$ cat src/rtl/detection_rle_if.sv
// Bundle between the CFAR detector side, the capture consumer and detection_rle.
// The slave view belongs to the encoder; the master view drives it.
interface detection_rle_if #(
  parameter int FIFO_DEPTH = 16
);
  localparam int LW = $clog2(FIFO_DEPTH) + 1;

  logic          decision;
  logic          in_rdy;
  logic          TRG;
  logic          HM;
  logic          BI;
  logic          out_ready;
  logic [31:0]   out_word;
  logic          out_valid;
  logic [LW-1:0] fifo_level;
  logic          overflow;

  modport master (
    output decision, in_rdy, TRG, HM, BI, out_ready,
    input  out_word, out_valid, fifo_level, overflow
  );

  modport slave (
    input  decision, in_rdy, TRG, HM, BI, out_ready,
    output out_word, out_valid, fifo_level, overflow
  );
endinterface

$ cat src/rtl/detection_rle.sv
// Run-length encoder behind the CFAR detector: turns per-bin decisions and TRG/HM/BI
// markers into sweep header, run and overflow words queued in a first-word-fall-through FIFO.
module detection_rle #(
  parameter int AZ_BITS    = 12,
  parameter int MIN_RUN    = 1,
  parameter int FIFO_DEPTH = 16
) (
  input logic            clk,
  input logic            rst_n,
  detection_rle_if.slave bus
);
  localparam int AW = $clog2(FIFO_DEPTH);
  localparam int LW = AW + 1;
  localparam logic [14:0]   RANGE_MAX = 15'h7fff;
  localparam logic [14:0]   MIN_LEN   = 15'(MIN_RUN);
  localparam logic [LW-1:0] DEPTH_L   = LW'(FIFO_DEPTH);
  localparam logic [AW-1:0] PTR_ONE   = AW'(1);

  typedef enum logic {IDLE = 1'b0, RUN = 1'b1} run_state_t;

  logic               trg_q_r, hm_q_r, bi_q_r;
  logic               trg_edge_s, hm_edge_s, bi_edge_s;
  logic [AZ_BITS-1:0] az_r;
  logic [14:0]        range_r, range_cur_s, range_next_s;
  logic               sample_s;
  logic [17:0]        sweep_r;

  run_state_t         state_r, fsm_n_s, state_d_s;
  logic [14:0]        start_r, len_r, start_n_s, len_n_s;
  logic               open_s, close_s, sat_close_s, run_close_s, run_req_s;
  logic [14:0]        run_start_s, run_len_s;
  logic [31:0]        run_word_s;

  logic               hdr_pend_r, pend_n_s, hdr_req_s, pend_lost_s;
  logic [31:0]        hdr_word_r, pend_word_n_s, hdr_new_s, hdr_word_s;
  logic [15:0]        drop_r, drop_n_s;
  logic [16:0]        drop_sum_s;
  logic               ovf_r, ovf_push_s;
  logic               full_s, pop_s, push_req_s, push_drop_s, push_ok_s;
  logic [31:0]        push_word_s;

  logic [31:0]        mem_r [FIFO_DEPTH];
  logic [AW-1:0]      wr_ptr_r, rd_ptr_r;
  logic [LW-1:0]      count_r, count_n_s;
  logic               out_valid_r;

  assign trg_edge_s = bus.TRG & ~trg_q_r;
  assign hm_edge_s  = bus.HM  & ~hm_q_r;
  assign bi_edge_s  = bus.BI  & ~bi_q_r;

  // TRG restarts the bin count before the same-cycle sample is tagged
  always_comb begin
    range_cur_s  = trg_edge_s ? 15'd0 : range_r;
    sample_s     = bus.in_rdy & (range_cur_s != RANGE_MAX);
    range_next_s = sample_s ? (range_cur_s + 15'd1) : range_cur_s;
  end

  // Run tracking: a TRG edge closes an open run, then the sample is judged from IDLE
  always_comb begin
    fsm_n_s   = state_r;
    start_n_s = start_r;
    len_n_s   = len_r;
    close_s   = 1'b0;
    open_s    = (state_r == RUN);
    if (open_s && trg_edge_s) begin
      close_s = 1'b1;
      open_s  = 1'b0;
      fsm_n_s = IDLE;
    end else begin
      close_s = 1'b0;
    end
    if (sample_s) begin
      if (open_s) begin
        if (bus.decision) begin
          len_n_s = len_r + 15'd1;
        end else begin
          close_s = 1'b1;
          fsm_n_s = IDLE;
        end
      end else begin
        if (bus.decision) begin
          fsm_n_s   = RUN;
          start_n_s = range_cur_s;
          len_n_s   = 15'd1;
        end else begin
          fsm_n_s = IDLE;
        end
      end
    end else begin
      start_n_s = start_r;
    end
  end

  // A run still open when the range counter saturates is closed with its final length
  always_comb begin
    sat_close_s = (fsm_n_s == RUN) && (range_next_s == RANGE_MAX);
    state_d_s   = sat_close_s ? IDLE : fsm_n_s;
    run_close_s = close_s | sat_close_s;
    run_start_s = sat_close_s ? start_n_s : start_r;
    run_len_s   = sat_close_s ? len_n_s : len_r;
    run_req_s   = run_close_s && (run_len_s >= MIN_LEN);
    run_word_s  = {2'b01, run_start_s, run_len_s};
  end

  // One push per cycle: run, then header (parked if it loses), then overflow notice
  always_comb begin
    hdr_new_s     = {2'b10, 12'(az_r), sweep_r + 18'd1};
    hdr_req_s     = trg_edge_s | hdr_pend_r;
    hdr_word_s    = trg_edge_s ? hdr_new_s : hdr_word_r;
    pend_lost_s   = trg_edge_s & hdr_pend_r;
    full_s        = (count_r == DEPTH_L);
    pop_s         = out_valid_r & bus.out_ready;
    push_req_s    = 1'b0;
    push_word_s   = 32'd0;
    ovf_push_s    = 1'b0;
    pend_n_s      = hdr_pend_r;
    pend_word_n_s = hdr_word_r;
    if (run_req_s) begin
      push_req_s    = 1'b1;
      push_word_s   = run_word_s;
      pend_n_s      = hdr_req_s;
      pend_word_n_s = hdr_word_s;
    end else if (hdr_req_s) begin
      push_req_s  = 1'b1;
      push_word_s = hdr_word_s;
      pend_n_s    = 1'b0;
    end else if ((drop_r != 16'd0) && !full_s) begin
      push_req_s  = 1'b1;
      push_word_s = {2'b11, 14'd0, drop_r};
      ovf_push_s  = 1'b1;
    end else begin
      push_req_s = 1'b0;
    end
    push_drop_s = push_req_s & full_s & ~pop_s;
    push_ok_s   = push_req_s & ~push_drop_s;
    drop_sum_s  = {1'b0, drop_r} + {16'd0, push_drop_s} + {16'd0, pend_lost_s};
    drop_n_s    = ovf_push_s ? 16'd0 : (drop_sum_s[16] ? 16'hffff : drop_sum_s[15:0]);
    count_n_s   = count_r + LW'(push_ok_s) - LW'(pop_s);
  end

  // Marker edge history, azimuth, range and sweep counters
  always_ff @(posedge clk or negedge rst_n) begin
    if (!rst_n) begin
      trg_q_r <= 1'b0;
      hm_q_r  <= 1'b0;
      bi_q_r  <= 1'b0;
      az_r    <= {AZ_BITS{1'b0}};
      range_r <= 15'd0;
      sweep_r <= 18'd0;
    end else begin
      trg_q_r <= bus.TRG;
      hm_q_r  <= bus.HM;
      bi_q_r  <= bus.BI;
      range_r <= range_next_s;
      if (trg_edge_s) begin
        sweep_r <= sweep_r + 18'd1;
      end
      if (hm_edge_s) begin
        az_r <= {AZ_BITS{1'b0}};
      end else if (bi_edge_s) begin
        az_r <= az_r + AZ_BITS'(1);
      end
    end
  end

  // Run FSM state
  always_ff @(posedge clk or negedge rst_n) begin
    if (!rst_n) begin
      state_r <= IDLE;
      start_r <= 15'd0;
      len_r   <= 15'd0;
    end else begin
      state_r <= state_d_s;
      start_r <= start_n_s;
      len_r   <= len_n_s;
    end
  end

  // Pending header, drop counter and sticky overflow flag
  always_ff @(posedge clk or negedge rst_n) begin
    if (!rst_n) begin
      hdr_pend_r <= 1'b0;
      hdr_word_r <= 32'd0;
      drop_r     <= 16'd0;
      ovf_r      <= 1'b0;
    end else begin
      hdr_pend_r <= pend_n_s;
      hdr_word_r <= pend_word_n_s;
      drop_r     <= drop_n_s;
      ovf_r      <= ovf_r | push_drop_s | pend_lost_s;
    end
  end

  // Output FIFO; the head entry is presented directly on out_word
  always_ff @(posedge clk or negedge rst_n) begin
    if (!rst_n) begin
      for (int i = 0; i < FIFO_DEPTH; i++) begin
        mem_r[i] <= 32'd0;
      end
      wr_ptr_r    <= {AW{1'b0}};
      rd_ptr_r    <= {AW{1'b0}};
      count_r     <= {LW{1'b0}};
      out_valid_r <= 1'b0;
    end else begin
      if (push_ok_s) begin
        mem_r[wr_ptr_r] <= push_word_s;
        wr_ptr_r        <= wr_ptr_r + PTR_ONE;
      end
      if (pop_s) begin
        rd_ptr_r <= rd_ptr_r + PTR_ONE;
      end
      count_r     <= count_n_s;
      out_valid_r <= (count_n_s != {LW{1'b0}});
    end
  end

  assign bus.out_word   = mem_r[rd_ptr_r];
  assign bus.out_valid  = out_valid_r;
  assign bus.fifo_level = count_r;
  assign bus.overflow   = ovf_r;
endmodule

$ cat src/flat_wrapper.sv
// flat-port wrapper written by rule: the top's interface ports become plain ports
module detection_rle_flat 
#(
  parameter int AZ_BITS    = 12,
  parameter int MIN_RUN    = 1,
  parameter int FIFO_DEPTH = 16
)
  (clk, rst_n, bus_decision, bus_in_rdy, bus_TRG, bus_HM, bus_BI, bus_out_ready, bus_out_word, bus_out_valid, bus_fifo_level, bus_overflow);
  detection_rle_if #(.FIFO_DEPTH(FIFO_DEPTH)) bus_i ();
  input logic clk;
  input logic rst_n;
  input wire logic [$bits(bus_i.decision)-1:0] bus_decision;
  input wire logic [$bits(bus_i.in_rdy)-1:0] bus_in_rdy;
  input wire logic [$bits(bus_i.TRG)-1:0] bus_TRG;
  input wire logic [$bits(bus_i.HM)-1:0] bus_HM;
  input wire logic [$bits(bus_i.BI)-1:0] bus_BI;
  input wire logic [$bits(bus_i.out_ready)-1:0] bus_out_ready;
  output wire logic [$bits(bus_i.out_word)-1:0] bus_out_word;
  output wire logic [$bits(bus_i.out_valid)-1:0] bus_out_valid;
  output wire logic [$bits(bus_i.fifo_level)-1:0] bus_fifo_level;
  output wire logic [$bits(bus_i.overflow)-1:0] bus_overflow;
  assign bus_i.decision = bus_decision;
  assign bus_i.in_rdy = bus_in_rdy;
  assign bus_i.TRG = bus_TRG;
  assign bus_i.HM = bus_HM;
  assign bus_i.BI = bus_BI;
  assign bus_i.out_ready = bus_out_ready;
  assign bus_out_word = bus_i.out_word;
  assign bus_out_valid = bus_i.out_valid;
  assign bus_fifo_level = bus_i.fifo_level;
  assign bus_overflow = bus_i.overflow;
  detection_rle #(.AZ_BITS(AZ_BITS), .MIN_RUN(MIN_RUN), .FIFO_DEPTH(FIFO_DEPTH)) u_core (.clk(clk), .rst_n(rst_n), .bus(bus_i));
endmodule
$ cat config.mk
export PLATFORM = sky130hd
export DESIGN_NAME = detection_rle_flat
export DESIGN_NICKNAME = d
export VERILOG_FILES = /design/src/rtl/detection_rle_if.sv /design/src/rtl/detection_rle.sv /design/src/flat_wrapper.sv
export SDC_FILE = /design/constraint.sdc
export NUM_CORES = 1
export LEC_CHECK = 0
export ABC_CLOCK_PERIOD_IN_PS = 8010
export BUFFER_PORTS_ARGS = -buffer_cell sky130_fd_sc_hd__buf_2
export CAP_MARGIN = 5
export CORE_UTILIZATION = 58
export CTS_BUF_LIST = sky130_fd_sc_hd__clkbuf_4 sky130_fd_sc_hd__clkbuf_8
export DETAILED_ROUTE_END_ITERATION = 6
export GPL_TIMING_DRIVEN = 0
export PLACE_DENSITY = 0.74
export SYNTH_ARGS = -nofsm -noshare
export SYNTH_HDL_FRONTEND = slang
export SYNTH_SLANG_ARGS = --single-unit
$ cat constraint.sdc
create_clock -name clk -period 8.01 [get_ports clk]
set_input_delay 0.4005 -clock clk [delete_from_list [all_inputs] [get_ports clk]]
set_output_delay 0.4005 -clock clk [all_outputs]
set_load 0.02 [all_outputs]
==> metrics.txt <==
Lkg Pwr=16.52 nW; post-cts sizing count=0; Power Total=11.11 mW; worst-case reg-to-reg path depth=29; Async SR Flop Fraction=100.0%; area leader, netlist=dfrtp_1; vias per cell=6.276; Tmin final=7041 ps; Highest Clock Rate=142.0 MHz; EDFF count, synth=0; CTS sink cnt=655; kind of critical path=in2reg; most common cell after layout, fill and taps aside=dfrtp_1; Post-Synthesis Net Count=2,265; maximum clock insertion buffer count=3; Setup crit end kind=flop; Worst Path Max Fanout=10; worst hold slack=94.95 ps; synthesized flop and latch total=655; Hold Path Depth=3; die area=55,090 um2; DRT Pass-1 Iters=7; status=finished clean; cells after synthesis=2,238; I/O Pins=47; Ys Warns=0; WL final=77.71 mm; layout cells sized above 1=37.39%; initial antenna violation count=0; CP max stage cell=a2111oi_0; Clock Pin Slew Worst Setup and Hold Paths=60 ps; Tot GR Track Use=29.03%; DR vias=19,950; largest net degree at the start of global routing=129; Core Area=53,080 um2; WP data required=8570 ps; DRT antenna net count=0; hold crit path type=in2reg; synth top area cells=dfrtp_1 (52%), mux2_2 (15%), mux4_2 (11%); Routed wire per std cell=24.45 um; Slew headroom=9.204%; highest-count cells in the layout ignoring fill and taps=dfrtp_1 (655), mux2_2 (413), mux4_2 (160); post-synth top area share=52.19%; global route overflow=0; worst skew pair latency=720 ps; Port Buf Inserts=46; clock root cell=clkbuf_8; Top FF cell, synth=dfrtp_1; max-cap violations=0; site row count=84; Final GP Congestion=0.8848; Antenna Cells=0; Syn-to-layout area delta=11.79%; htree depth=3; fillers=3,796; Distinct cells, synth=66; CP Data Arrival Time=7600 ps; Setup violations, final=0; worst clock skew=35.44 ps; Final Cell Area=35,110 um2; vias in the first global route=20,980; Seq/Total Area, Yosys=52.19%; Iteration-0 DRC Markers=1,460; DP HPWL=52.57 mm; RSZ-0062 raised after global routing=no; Placed Instance Area=32,670 um2; Least-Margin Pin Slew=1348 ps; Crit path depth=31; CP bufs+invs=11; cell repeated most along the worst path=buf_2; Die X=234.7 um; final slew viol count=0; CP top delay family=buffers and inverters; Fin. Hold Viols=0; Peak VDD IR=209.3 uV; Mapped Area=31,410 um2; drt drc=0; Starting Density=59.17%; CP max stage delay=570 ps; total CTS buffers=110; Die Height=234.7 um; syn_area_per_cell=14.03 um2; CTS tree=yes; fin nets=2,433; CP Launch Type=primary input; fin crit share=87.90%; first-pass GRT wire length=122.7 mm; power density over the cells=316.5 nW/um2
==> routing by layer <==
metal  wire (um)  part of all wire, %  track usage [%]
met5           0                    0                0
met4        1730                  2.2            7.835
met3        4241                  5.5            4.711
met2       37820                   49            46.94
met1       33920                   44            41.16
==> metrics by stage <==
stage	util [%]	setup WS, ps	cells	setup TNS [ps]
finish	66.15	969.4	3178	0
detailed placement	61.56	873.4	2978	0
floorplan	-	2361	2238	0
CTS	66.15	1038	3178	0
global route	66.15	415.5	3178	0
global placement	61.23	-6456	2972	-4169470
==> report_power, final <==
| group | internal, mW | total [mW] | switching (mW) | leakage (nW) |
|---|---|---|---|---|
| Sequential | 4.05 | 4.43 | 0.389 | 8.85 |
| Combinational | 1.64 | 3.50 | 1.86 | 6.38 |
| Clock | 1.83 | 3.18 | 1.35 | 1.28 |
| Total | 7.51 | 11.1 | 3.60 | 16.5 |
==> worst paths after layout <==
| check | start | to | slack (ps) |
|---|---|---|---|
| max | bus_TRG | u_core.drop_r[2] | 970 |
| min | bus_in_rdy | u_core.range_r[1] | 90 |
| max reg2reg | u_core.trg_q_r | u_core.drop_r[2] | 980 |
| min reg2reg | u_core.mem_r[176] | u_core.mem_r[176] | 490 |
| max in group asynchronous | rst_n | u_core.wr_ptr_r[1] | 6090 |
| min in group asynchronous | rst_n | u_core.mem_r[7] | 350 |
==> synth_stat cells (5+ instances only) <==
cell,instances
a31oi_1,11
and4_1,8
a32oi_1,13
mux2_2,413
mux4_2,160
ha_1,17
o21ai_2,5
and3_1,34
dfrtp_1,655
nor2b_1,6
nand3_1,39
o211ai_1,11
nand4_1,24
inv_1,20
nor3_1,8
a21oi_1,34
clkbuf_1,71
nand2_1,127
and2_1,5
buf_4,6
xor2_1,42
mux2i_1,57
or3_1,7
xnor2_1,30
o21ai_0,57
o31ai_1,5
nor4_1,9
nor2_1,64
buf_1,19
buf_2,83
mux2_1,134
==> registers in the layout (all words and copies together) (netlist names), 4 cells and up <==
name and flops:
u_core.mem_r 512, u_core.hdr_word_r 32, u_core.sweep_r 18, u_core.drop_r 16, u_core.len_r 15, u_core.range_r 15, u_core.start_r 15, u_core.az_r 12
u_core.bus.fifo_level 5, u_core.rd_ptr_r 4, u_core.wr_ptr_r 4
==> tightest hold or removal path, delay by kind of cell <==
| kind | cells | cell delay, ps |
|---|---|---|
| AO/OA/AOI/OAI | 1 | 90 |
| buffers and inverters | 1 | 160 |
| AND/OR/NAND/NOR | 1 | 80 |
==> logic make-up after synthesis <==
family          count (synthesis)  synth area share (%)
buf+inv                       199                 2.781
simple gates                  347                 5.386
compound gates                182                 3.932
xor+xnor                       72                 2.008
mux                           764                 32.90
flops                         655                 52.19
fa+ha+maj                      19                0.8047
==> layout make-up <==
type | instances | area [um2] | area share (%)
plain buffers | 179 | 798.3 | 2.274
clock buffers | 174 | 2195 | 6.250
clock inverters | 22 | 202.7 | 0.5773
inverters | 20 | 75.07 | 0.2138
multi-input cells | 1384 | 14140 | 40.28
flip-flops and latches | 655 | 16390 | 46.68
well taps | 688 | 860.8 | 2.452
repair buffers | 56 | 445.4 | 1.269
==> what timing repair did <==
action | in CTS | in global routing
endpoints found under the hold margin | 129 | 0
endpoints found under the setup margin | 0 | 0
hold buffers | 4 | 0
buffers inserted | 0 | 0
No activity file was read; power rests on OpenSTA's default activity.
